File: config.mk
export PLATFORM = sky130hd
export DESIGN_NAME = multi_frequency_counter
export DESIGN_NICKNAME = d
export VERILOG_FILES = /design/src/rtl/multi_frequency_counter.sv
export SDC_FILE = /design/constraint.sdc
export NUM_CORES = 1
export LEC_CHECK = 0
export ABC_CLOCK_PERIOD_IN_PS = 3900
export CORE_MARGIN = 2
export CORE_UTILIZATION = 61
export DETAILED_ROUTE_END_ITERATION = 6
export HOLD_SLACK_MARGIN = 0.02
export PLACE_DENSITY_LB_ADDON = 0.25
export SLEW_MARGIN = 15
export SYNTH_ARGS = -nofsm -noshare
export SYNTH_HDL_FRONTEND = slang
export SYNTH_SLANG_ARGS = --single-unit
File: constraint.sdc
create_clock -name Clk -period 3.9 [get_ports Clk]
set_input_delay 0.78 -clock Clk [delete_from_list [all_inputs] [get_ports Clk]]
set_output_delay 0.78 -clock Clk [all_outputs]
set_load 0.005 [all_outputs]
File: src/rtl/multi_frequency_counter.sv
// ============================================================================
// multi_frequency_counter
// ----------------------------------------------------------------------------
// Counts rising edges on CHANNELS asynchronous inputs over a common gate
// window of GATE_CYCLES clock cycles.  When a window ends, every channel's
// count is published at the same time on Freq, and Valid pulses for one
// cycle.  Windows follow each other with no gap, so no edge is lost at a
// window boundary.  Dropping Enable discards the window in progress.
//
// Parameters
//   CHANNELS     number of independent input channels (>= 1)
//   CNT_WIDTH    width of each channel counter and result (>= 2)
//   GATE_CYCLES  gate window length in Clk cycles (>= 2)
//   SYNC_STAGES  synchroniser depth per channel (>= 2)
//
// Ports
//   Clk     in   system clock, rising edge
//   Rst_n   in   asynchronous active-low reset
//   Enable  in   1 = run measurement windows, 0 = idle and discard partial window
//   Sig     in   [CHANNELS] asynchronous inputs, bit i = channel i
//   Freq    out  [CHANNELS*CNT_WIDTH] latched counts, channel i at [i*CNT_WIDTH +: CNT_WIDTH]
//   Valid   out  one-cycle strobe on the cycle Freq/Ovf take new values
//   Ovf     out  [CHANNELS] per-channel overflow flag for the latched window
//
// Build option
//   FREQCNT_SATURATE_EN  when defined, counters saturate at all-ones and a
//                        sticky per-channel flag is reported on Ovf.  When
//                        undefined, counters wrap and Ovf is tied low.
// ============================================================================
module multi_frequency_counter #(
    parameter int unsigned CHANNELS    = 4,
    parameter int unsigned CNT_WIDTH   = 32,
    parameter int unsigned GATE_CYCLES = 100000000,
    parameter int unsigned SYNC_STAGES = 2
) (
    input  logic                          Clk,
    input  logic                          Rst_n,
    input  logic                          Enable,
    input  logic [CHANNELS-1:0]           Sig,
    output logic [CHANNELS*CNT_WIDTH-1:0] Freq,
    output logic                          Valid,
    output logic [CHANNELS-1:0]           Ovf
);

    localparam int unsigned     GATE_W    = (GATE_CYCLES > 1) ? $clog2(GATE_CYCLES) : 1;
    localparam logic [GATE_W-1:0] GATE_LAST = GATE_W'(GATE_CYCLES - 1);

    typedef enum logic {
        IDLE,
        COUNT
    } state_t;

    state_t state;
    state_t state_next;

    // ------------------------------------------------------------------------
    // Input synchronisers and rising-edge detectors
    // ------------------------------------------------------------------------
    logic [CHANNELS-1:0] sync_q [SYNC_STAGES];
    logic [CHANNELS-1:0] sync_prev;
    logic [CHANNELS-1:0] edge_det;

    always_ff @(posedge Clk or negedge Rst_n) begin
        if (!Rst_n) begin
            for (int unsigned s = 0; s < SYNC_STAGES; s++) begin
                sync_q[s] <= '0;
            end
            sync_prev <= '0;
        end else begin
            sync_q[0] <= Sig;
            for (int unsigned s = 1; s < SYNC_STAGES; s++) begin
                sync_q[s] <= sync_q[s-1];
            end
            sync_prev <= sync_q[SYNC_STAGES-1];
        end
    end

    assign edge_det = sync_q[SYNC_STAGES-1] & ~sync_prev;

    // ------------------------------------------------------------------------
    // FSM: state register
    // ------------------------------------------------------------------------
    always_ff @(posedge Clk or negedge Rst_n) begin
        if (!Rst_n) begin
            state <= IDLE;
        end else begin
            state <= state_next;
        end
    end

    // ------------------------------------------------------------------------
    // FSM: next-state logic
    // ------------------------------------------------------------------------
    always_comb begin
        state_next = state;
        case (state)
            IDLE:    if (Enable)  state_next = COUNT;
            COUNT:   if (!Enable) state_next = IDLE;
            default: state_next = IDLE;
        endcase
    end

    // ------------------------------------------------------------------------
    // FSM: outputs
    //   at_terminal - last cycle of the window; results are latched here even
    //                 when Enable drops on this same cycle.
    //   advance     - window continues into the next cycle.
    // ------------------------------------------------------------------------
    logic [GATE_W-1:0] gate_cnt;
    logic              at_terminal;
    logic              advance;

    always_comb begin
        at_terminal = 1'b0;
        advance     = 1'b0;
        case (state)
            COUNT: begin
                at_terminal = (gate_cnt == GATE_LAST);
                advance     = Enable && (gate_cnt != GATE_LAST);
            end
            default: begin
                at_terminal = 1'b0;
                advance     = 1'b0;
            end
        endcase
    end

    // ------------------------------------------------------------------------
    // Gate counter: runs 0..GATE_CYCLES-1, returns to 0 at the terminal cycle
    // (next window starts immediately), on abort and while idle.
    // ------------------------------------------------------------------------
    always_ff @(posedge Clk or negedge Rst_n) begin
        if (!Rst_n) begin
            gate_cnt <= '0;
        end else if (advance) begin
            gate_cnt <= gate_cnt + GATE_W'(1);
        end else begin
            gate_cnt <= '0;
        end
    end

    // ------------------------------------------------------------------------
    // Channel counters
    //   cnt_sum is the count including this cycle's edge; it feeds both the
    //   running counter and the terminal-cycle latch so the edge arriving on
    //   the terminal cycle lands in the window being closed.
    // ------------------------------------------------------------------------
    logic [CNT_WIDTH-1:0] cnt     [CHANNELS];
    logic [CNT_WIDTH-1:0] cnt_sum [CHANNELS];

`ifdef FREQCNT_SATURATE_EN
    logic [CHANNELS-1:0] sat_hit;   // increment attempted at all-ones this cycle
    logic [CHANNELS-1:0] sticky;    // saturation seen earlier in this window

    always_comb begin
        sat_hit = '0;
        for (int unsigned i = 0; i < CHANNELS; i++) begin
            if (edge_det[i] && (cnt[i] == '1)) begin
                cnt_sum[i] = cnt[i];
                sat_hit[i] = 1'b1;
            end else begin
                cnt_sum[i] = cnt[i] + CNT_WIDTH'(edge_det[i]);
            end
        end
    end

    always_ff @(posedge Clk or negedge Rst_n) begin
        if (!Rst_n) begin
            sticky <= '0;
        end else if (advance) begin
            sticky <= sticky | sat_hit;
        end else begin
            sticky <= '0;
        end
    end

    always_ff @(posedge Clk or negedge Rst_n) begin
        if (!Rst_n) begin
            Ovf <= '0;
        end else if (at_terminal) begin
            Ovf <= sticky | sat_hit;
        end
    end
`else
    always_comb begin
        for (int unsigned i = 0; i < CHANNELS; i++) begin
            cnt_sum[i] = cnt[i] + CNT_WIDTH'(edge_det[i]);
        end
    end

    assign Ovf = '0;
`endif

    always_ff @(posedge Clk or negedge Rst_n) begin
        if (!Rst_n) begin
            for (int unsigned i = 0; i < CHANNELS; i++) begin
                cnt[i] <= '0;
            end
        end else begin
            for (int unsigned i = 0; i < CHANNELS; i++) begin
                cnt[i] <= advance ? cnt_sum[i] : '0;
            end
        end
    end

    // ------------------------------------------------------------------------
    // Result latch and Valid strobe
    // ------------------------------------------------------------------------
    always_ff @(posedge Clk or negedge Rst_n) begin
        if (!Rst_n) begin
            Freq  <= '0;
            Valid <= 1'b0;
        end else begin
            Valid <= at_terminal;
            if (at_terminal) begin
                for (int unsigned i = 0; i < CHANNELS; i++) begin
                    Freq[i*CNT_WIDTH +: CNT_WIDTH] <= cnt_sum[i];
                end
            end
        end
    end

endmodule

# After elaboration in Yosys (flattened, before gate mapping)
# Index checks and enable logic that the tools add are counted.
# totals
ff_bits	297
in_bits	7
out_inout_bits	133
wordCells	29
# classes
addsub	5
eq_ne	2
n_mux	8
bitwise_logic	2
n_reduce_logical	1
# op_table
cell	n
$add 32x1->32	4
$mux 32	4
$add 27x1->27 const B	1
$eq 27x27->1 const B	1
$mux 27	1
$ne 27x27->1 const B	1
$and 4x4->4	1
$not 4->4	1
$mux 1	3
$logic_and 1x1->1	1

# Logic depth before layout (Yosys ltp)
# Gate-level depths: netlist of the first run.
# depth
word_depth	4
ltp_mapped	9
mapped_depth_nobuf	8

# Least setup slack after synthesis of the first run
# OpenSTA, ideal clock, no wires.
# synth_path
path_type	flip-flop to flip-flop
from	register sync_prev[0]
to	register Freq[22]
arrival_time_ns	1.985
setup_slack_ns	1.784
path_stages_with_launch	10
path_buffers	1
path_cell_list	dfrtp_1 > nor2b_1 > ha_1 > ha_1 > and4_1 > clkbuf_1 > nand4_1 > nor3b_1 > xnor2_1 > o21ai_1
# synth_via
elab_chain_cells	3
# synth_lines
element	line_no	text
from (decl)	60	logic [CHANNELS-1:0] sync_prev;
from (signal assigned)	74	sync_prev <= sync_q[SYNC_STAGES-1];
$not 4->4	78	assign edge_det = sync_q[SYNC_STAGES-1] & ~sync_prev;
$and 4x4->4	78	
$add 32x1->32	187	cnt_sum[i] = cnt[i] + CNT_WIDTH'(edge_det[i]);
to (signal, indexed assignment)	217	Freq[i*CNT_WIDTH +: CNT_WIDTH] <= cnt_sum[i];
to (decl)	40	output logic [CHANNELS*CNT_WIDTH-1:0] Freq,
# Every way passes these cells.
# A chain may end at the register's enable or synchronous reset.

# Worst setup path in the final report of the first run
# layout_path
from	register gate_cnt[0]
to	register Freq[70]
# layout_via
elab_chain_cells	2
# layout_lines
element	line_no	text
from (decl)	109	logic [GATE_W-1:0] gate_cnt;
from (signal assigned)	136	gate_cnt <= gate_cnt + GATE_W'(1);
$eq 27x27->1	118	at_terminal = (gate_cnt == GATE_LAST);
$mux 1	116	case (state)
# Every way passes these cells.

==> impl_metrics.py, run 1 <==
metrics = {
    "floorplan": {
        "die_h_um": 148,
        "dieArea_um2": 21900,
        "die_w_um": 148,
        "core_area_um2": 20300,
        "fp-row-count": 52,
        "ios": 140,
        "initial_core_util": 0.623,
    },
    "logic_synthesis": {
        "synth_area_leaders": "dfrtp_1 59%, nor2_1 5.5%, xnor2_1 5.5%",
        "synth_seq_area_share": 0.587,
        "ys_async_sr_fraction": 1.00,
        "ys_ff_latch": 297,
        "synth_common_cells": "297 x dfrtp_1, 186 x nor2_1, 171 x nand2_1, 79 x xnor2_1",
        "yosys.area.top_type": "dfrtp_1",
        "synth_edf_count": 0,
        "synth_area_um2": 12700,
        "synth.avg_cell_area_um2": 10.2,
        "synth_flop_cell": "dfrtp_1",
        "synth.most_common_cell": "dfrtp_1",
        "postSynthCellCount": 1246,
        "synth.top_cell.area_share": 0.587,
        "synth.distinct_cells": 43,
        "yosys_warnings": 0,
    },
    "placement": {
        "io_buffers": 135,
        "dpl.hpwl_mm": 17.5,
        "place_congestion": 0.840,
    },
    "clocking": {
        "cts_buffer_depth": 3,
        "htreeDepth": 1,
        "clkLatencyLatePin_ns": 0.55,
        "cts_setup_buffers": 0,
        "clk_pin_slew_ns": 0.06,
        "cts_tree": "done",
        "root_buffer": "clkbuf_16",
        "ctsHoldBuffers": 0,
        "cts_resized": 0,
        "numCtsBuffers": 30,
        "cts.sinks": 297,
    },
    "detailed_routing": {
        "wl_met2_mm": 13.4,
        "first_pass_iters": 5,
        "drc": 0,
        "drt_wl_total_mm": 27.7,
        "ant_nets": 0,
        "routed_via_density": 5.65,
        "dr_total_vias": 9380,
        "wl_met3_mm": 1.58,
        "wl_met1_mm": 12.2,
        "drt-initial-drc-count": 651,
        "top_layer_used": "met4",
        "routedWlPerCell_um": 16.7,
    },
    "critical_path": {
        "critical_path.max_stage_delay_ns": 0.64,
        "cp_data_arrival_time_ns": 3.30,
        "cp_max_fo": 96,
        "path_cells": "ha_1 > and3_1 > nand4_1 > nor4_1 > nand3_4 > buf_12 > o21ai_0",
        "crit_required_ns": 4.34,
        "path_class": "register to register",
        "startpoint_type": "register",
        "critPathSlowestCell": "nor4_1",
        "critPathCaptureType": "register",
    },
    "grt": {
        "grt_max_degree": 103,
        "grt_usage": 0.256,
        "grt_pass1_vias": 9348,
        "grt_antenna_before_repair": 0,
        "gr-total-overflow": 0,
        "grt_pass1_wl_mm": 46.2,
    },
    "timing": {
        "slew_violations": 0,
        "period_needed_ns": 2.86,
        "rsz0062_at_grt": "false",
        "final.setup_skew_ns": 0.00980,
        "setup_violations": 0,
        "fmax_mhz": 350,
        "final.setup.tns_ns": 0,
        "hold_violations": 0,
        "max_slew_margin": 0.318,
        "post-route-period-util": 0.733,
        "tightest_slew_ns": 1.02,
    },
    "pwr": {
        "ir_worst_vdd_v": 0.000294,
        "leakagePower_uw": 0.00627,
        "power_density_nw_per_um2": 409,
        "power_uw": 6230,
    },
    "layout": {
        "synthToLayoutAreaGrowth_pct": 20.5,
        "final_core_util": 0.751,
        "antenna_cells": 0,
        "drive_gt1_frac": 0.0569,
        "nets": 1385,
    },
    "job": {
        "drv_cap": 0,
    },
    "hold_path": {
        "hp-class": "input port to asynchronous set/reset pin",
    },
    "status": {
        "status": "finished clean",
    },
}
[layout by cell type, fill, tap and decap left out, types with 2 or more instances in the layout]
master / n
dfrtp_1: 297
nor2_1: 186
nand2_1: 171
clkdlybuf4s50_1: 134
xnor2_1: 79
o21ai_0: 67
nand3_1: 66
xor2_1: 65
o21ai_1: 61
nand4_1: 43
clkbuf_16: 31
nor3_1: 28
nor4_1: 22
inv_1: 19
and3_1: 16
and4_1: 13
ha_1: 12
nor4_2: 7
clkbuf_8: 7
buf_4: 7
and2_1: 6
clkinv_2: 6
nor2b_1: 5
clkbuf_1: 5
conb_1: 4
bufinv_16: 4
buf_12: 4
or4_1: 2
nor3b_1: 2
nand3_4: 2
or2_2: 2
[metal layers]
layer / global-route usage / vias to the layer above
met5: 0 / -
met4: 0.0681 / 0
met3: 0.0423 / 58
met2: 0.424 / 266
met1: 0.357 / 4635
li1: - / 4421
[power breakdown]
group | leakage, µW | total (µW) | internal, µW | switching [µW]
sequential | 0.00412 | 3100 | 3090 | 4.81
combinational | 0.00162 | 114 | 20.4 | 93.3
clock | 0.000527 | 3030 | 1850 | 1180
total | 0.00627 | 6230 | 4960 | 1280
[path summary, 6_finish.rpt]
check                       startpoint  cells after the start  slack [ns]         to
max                        gate_cnt[0]                      7        1.04   Freq[70]
min                              Rst_n                      1        0.24  Freq[113]
max reg2reg                gate_cnt[0]                      7        1.04   Freq[70]
min reg2reg                  sync_q[5]                      0        0.35  sync_q[1]
max in group asynchronous        Rst_n                      2        2.63   Freq[42]
min in group Clk             sync_q[5]                      0        0.35  sync_q[1]
[cells by family (layout without fill, tap and decap cells)]
group                    count (synthesis)  after routing  share of synthesized area
AO/OA/AOI/OAI                          130            130                     0.0516
XOR/XNOR                               144            144                     0.0997
adder cells (fa/ha/maj)                 12             12                     0.0119
buffers and inverters                   80            220                     0.0312
flip-flops                             297            297                      0.587
other                                    1              4                   0.000296
AND/OR/NAND/NOR                        582            582                      0.218
[cell type report]
type	instances	area, µm²
tap	270	338
clock inverter	12	168
inverter	19	71.3
multi-input combinational	872	4860
timing repair buffer	146	1490
clock buffer	43	891
fill	1421	5050
sequential	297	7430
[state kept, by name, indices dropped and copies added (netlist names)]
| signal | flops |
|---|---|
| state | 1 |
| gate_cnt | 27 |
| sync_prev | 4 |
| cnt | 128 |
| Valid | 1 |
| Freq | 128 |
| sync_q | 8 |
[per-stage QoR]
| step | instances | setup WS [ns] | instance area (µm²) | hold slack (ns) |
|---|---|---|---|---|
| floorplan | 1249 | 1.78 | 12700 | 0.331 |
| CTS | 1659 | 1.03 | 15200 | 0.291 |
| finish | 1659 | 1.04 | 15200 | 0.237 |
| global placement | 1604 | 1.21 | 14200 | 0.335 |
| global route | 1659 | 0.813 | 15200 | 0.311 |
| detailed placement | 1604 | 1.10 | 14200 | 0.336 |
[critical path: cells and delay by family, from the launching register on]
family	cells	cell delay [ns]
simple gates	4	1.48
fa+ha+maj	1	0.21
flops	1	0.38
compound gates	1	0.27
buf+inv	1	0.39
Note: power is estimated with default switching activity, not from simulation.
==> run 2, diff against run 1 <==
--- a/config.mk
+++ b/config.mk
@@ -5,9 +5,9 @@
 export SDC_FILE = /design/constraint.sdc
 export NUM_CORES = 1
 export LEC_CHECK = 0
-export ABC_CLOCK_PERIOD_IN_PS = 3900
+export ABC_CLOCK_PERIOD_IN_PS = 2400
 export CORE_MARGIN = 2
-export CORE_UTILIZATION = 61
+export CORE_UTILIZATION = 51
 export DETAILED_ROUTE_END_ITERATION = 6
 export HOLD_SLACK_MARGIN = 0.02
 export PLACE_DENSITY_LB_ADDON = 0.25
==> constraint.sdc (replaced) <==
create_clock -name Clk -period 2.4 [get_ports Clk]
set_input_delay 0.48 -clock Clk [delete_from_list [all_inputs] [get_ports Clk]]
set_output_delay 0.48 -clock Clk [all_outputs]
set_load 0.005 [all_outputs]
==> impl_metrics.py, run 2 (synthesis results as in run 1) <==
metrics = {
    "status": {
        "status": "finished clean",
    },
    "grt": {
        "grt_usage": 0.211,
        "grt_pass1_wl_mm": 45.6,
        "grt_antenna_before_repair": 0,
        "grt_max_degree": 82,
        "grt_pass1_vias": 9086,
        "gr-total-overflow": 0,
    },
    "critical_path": {
        "path_cells": "or4b_2 > nor4_1 > nand4_1 > buf_4 > nand2_1 > o21ai_0",
        "cp_data_arrival_time_ns": 2.65,
        "worstReg2RegStart": "gate_cnt[11]",
        "rr_endpoint": "Freq[109]",
        "reg2reg_slack_ns": 0.17,
        "crit_start": "gate_cnt[11]",
        "critPathSlowestCell": "or4b_2",
        "startpoint_type": "register",
        "critPathCaptureType": "register",
        "crit_required_ns": 2.82,
        "cp_max_fo": 47,
        "reg2reg_depth": 6,
        "critical_path.max_stage_delay_ns": 0.64,
        "path_class": "register to register",
    },
    "timing": {
        "post-route-period-util": 0.930,
        "rsz0062_at_grt": "false",
        "fmax_mhz": 448,
        "final.setup_skew_ns": 0.0164,
        "setup_violations": 0,
        "tightest_slew_ns": 0.704,
        "hold_violations": 0,
        "max_slew_margin": 0.526,
        "timing.hold.ws_ns": 0.347,
        "final.setup.tns_ns": 0,
        "period_needed_ns": 2.23,
        "slew_violations": 0,
    },
    "hold_path": {
        "hp-class": "register to register",
        "whs_path_depth": 0,
        "hold_end": "sync_q[2]",
        "min_from": "sync_q[6]",
    },
    "detailed_routing": {
        "drt_wl_total_mm": 26.9,
        "first_pass_iters": 5,
        "ant_nets": 0,
        "drc": 0,
        "routed_via_density": 5.31,
        "drt-initial-drc-count": 448,
        "routedWlPerCell_um": 15.5,
        "dr_total_vias": 9200,
    },
    "clocking": {
        "cts_resized": 0,
        "htreeDepth": 1,
        "cts_tree": "done",
        "numCtsBuffers": 30,
        "clkLatencyLatePin_ns": 0.55,
        "cts_buffer_depth": 3,
        "cts.sinks": 297,
        "clk_pin_slew_ns": 0.06,
        "root_buffer": "clkbuf_16",
    },
    "placement": {
        "place_congestion": 0.827,
        "dpl.hpwl_mm": 17.6,
        "io_buffers": 135,
    },
    "layout": {
        "top_regs": "Freq x128, cnt x128, gate_cnt x27",
        "antenna_cells": 0,
        "synthToLayoutAreaGrowth_pct": 23.2,
        "drive_gt1_frac": 0.0710,
        "final_core_util": 0.641,
        "nets": 1403,
        "layout_common_cells": "297 x dfrtp_1, 186 x nor2_1, 171 x nand2_1",
        "layout_commonest_cell": "dfrtp_1",
    },
    "floorplan": {
        "die_h_um": 162,
        "ios": 140,
        "fp-row-count": 57,
        "dieArea_um2": 26100,
        "die_w_um": 162,
        "initial_core_util": 0.520,
        "core_area_um2": 24300,
    },
    "pwr": {
        "ir_worst_vdd_v": 0.000549,
        "leakagePower_uw": 0.00641,
        "power_density_nw_per_um2": 665,
    },
    "job": {
        "drv_cap": 0,
    },
}
-- run 2: repair_timing --
item / in CTS / in global routing
hold buffers: 1 / 0
buffers inserted: 0 / 0
hold endpoints to repair: 51 / 0
-- run 2: layout make-up --
type                    count  area [µm²]
multi-input cells         872        4860
repair buffers            164        1700
fillers                  2004        8730
well taps                 324         405
clock buffers              40         880
inverters                  19        71.3
clock inverters            16         241
flip-flops and latches    297        7430
-- run 2: worst max-delay path by stage --
stage                     end  slack, ns  cells after the start
global route         Freq[46]      0.009                      8
detailed placement  Freq[109]       0.18                      6
CTS                 Freq[109]       0.16                      6
finish              Freq[109]       0.17                      6
floorplan            Freq[22]       0.28                      9
global placement    Freq[116]       0.21                      6
-- run 2: metal layers --
metal | part of all wire | vias up | GRT usage | wire length, µm
met1 | 0.47 | 4539 | 0.307 | 12700
met4 | 0.015 | 0 | 0.0450 | 399
met3 | 0.041 | 32 | 0.0285 | 1100
li1 | - | 4460 | - | -
met2 | 0.47 | 169 | 0.341 | 12700
met5 | 0 | - | 0 | 0
-- run 2: power breakdown --
group	internal (µW)	switching (µW)
combinational	45.2	154
sequential	5020	8.34
clock	3210	1920
-- run 2: stage by stage --
| step | power, µW | cell area, µm² | setup WS, ns | instances |
|---|---|---|---|---|
| 2_1_floorplan | 5180 | 12700 | 0.284 | 1249 |
| 3_3_place_gp | 5330 | 14500 | 0.206 | 1675 |
| 3_5_place_dp | 5330 | 14500 | 0.176 | 1675 |
| 4_1_cts | 10500 | 15600 | 0.162 | 1732 |
| 5_1_grt | 10700 | 15600 | 0.00915 | 1732 |
| 6_report | 10400 | 15600 | 0.169 | 1732 |
-- run 2: critical path, delay by kind of cell, from the launching register on --
| kind | cells | cell delay [ns] |
|---|---|---|
| buffers and inverters | 1 | 0.34 |
| and+or+nand+nor | 4 | 1.21 |
| DFF | 1 | 0.44 |
| AOI/OAI and AO/OA | 1 | 0.09 |
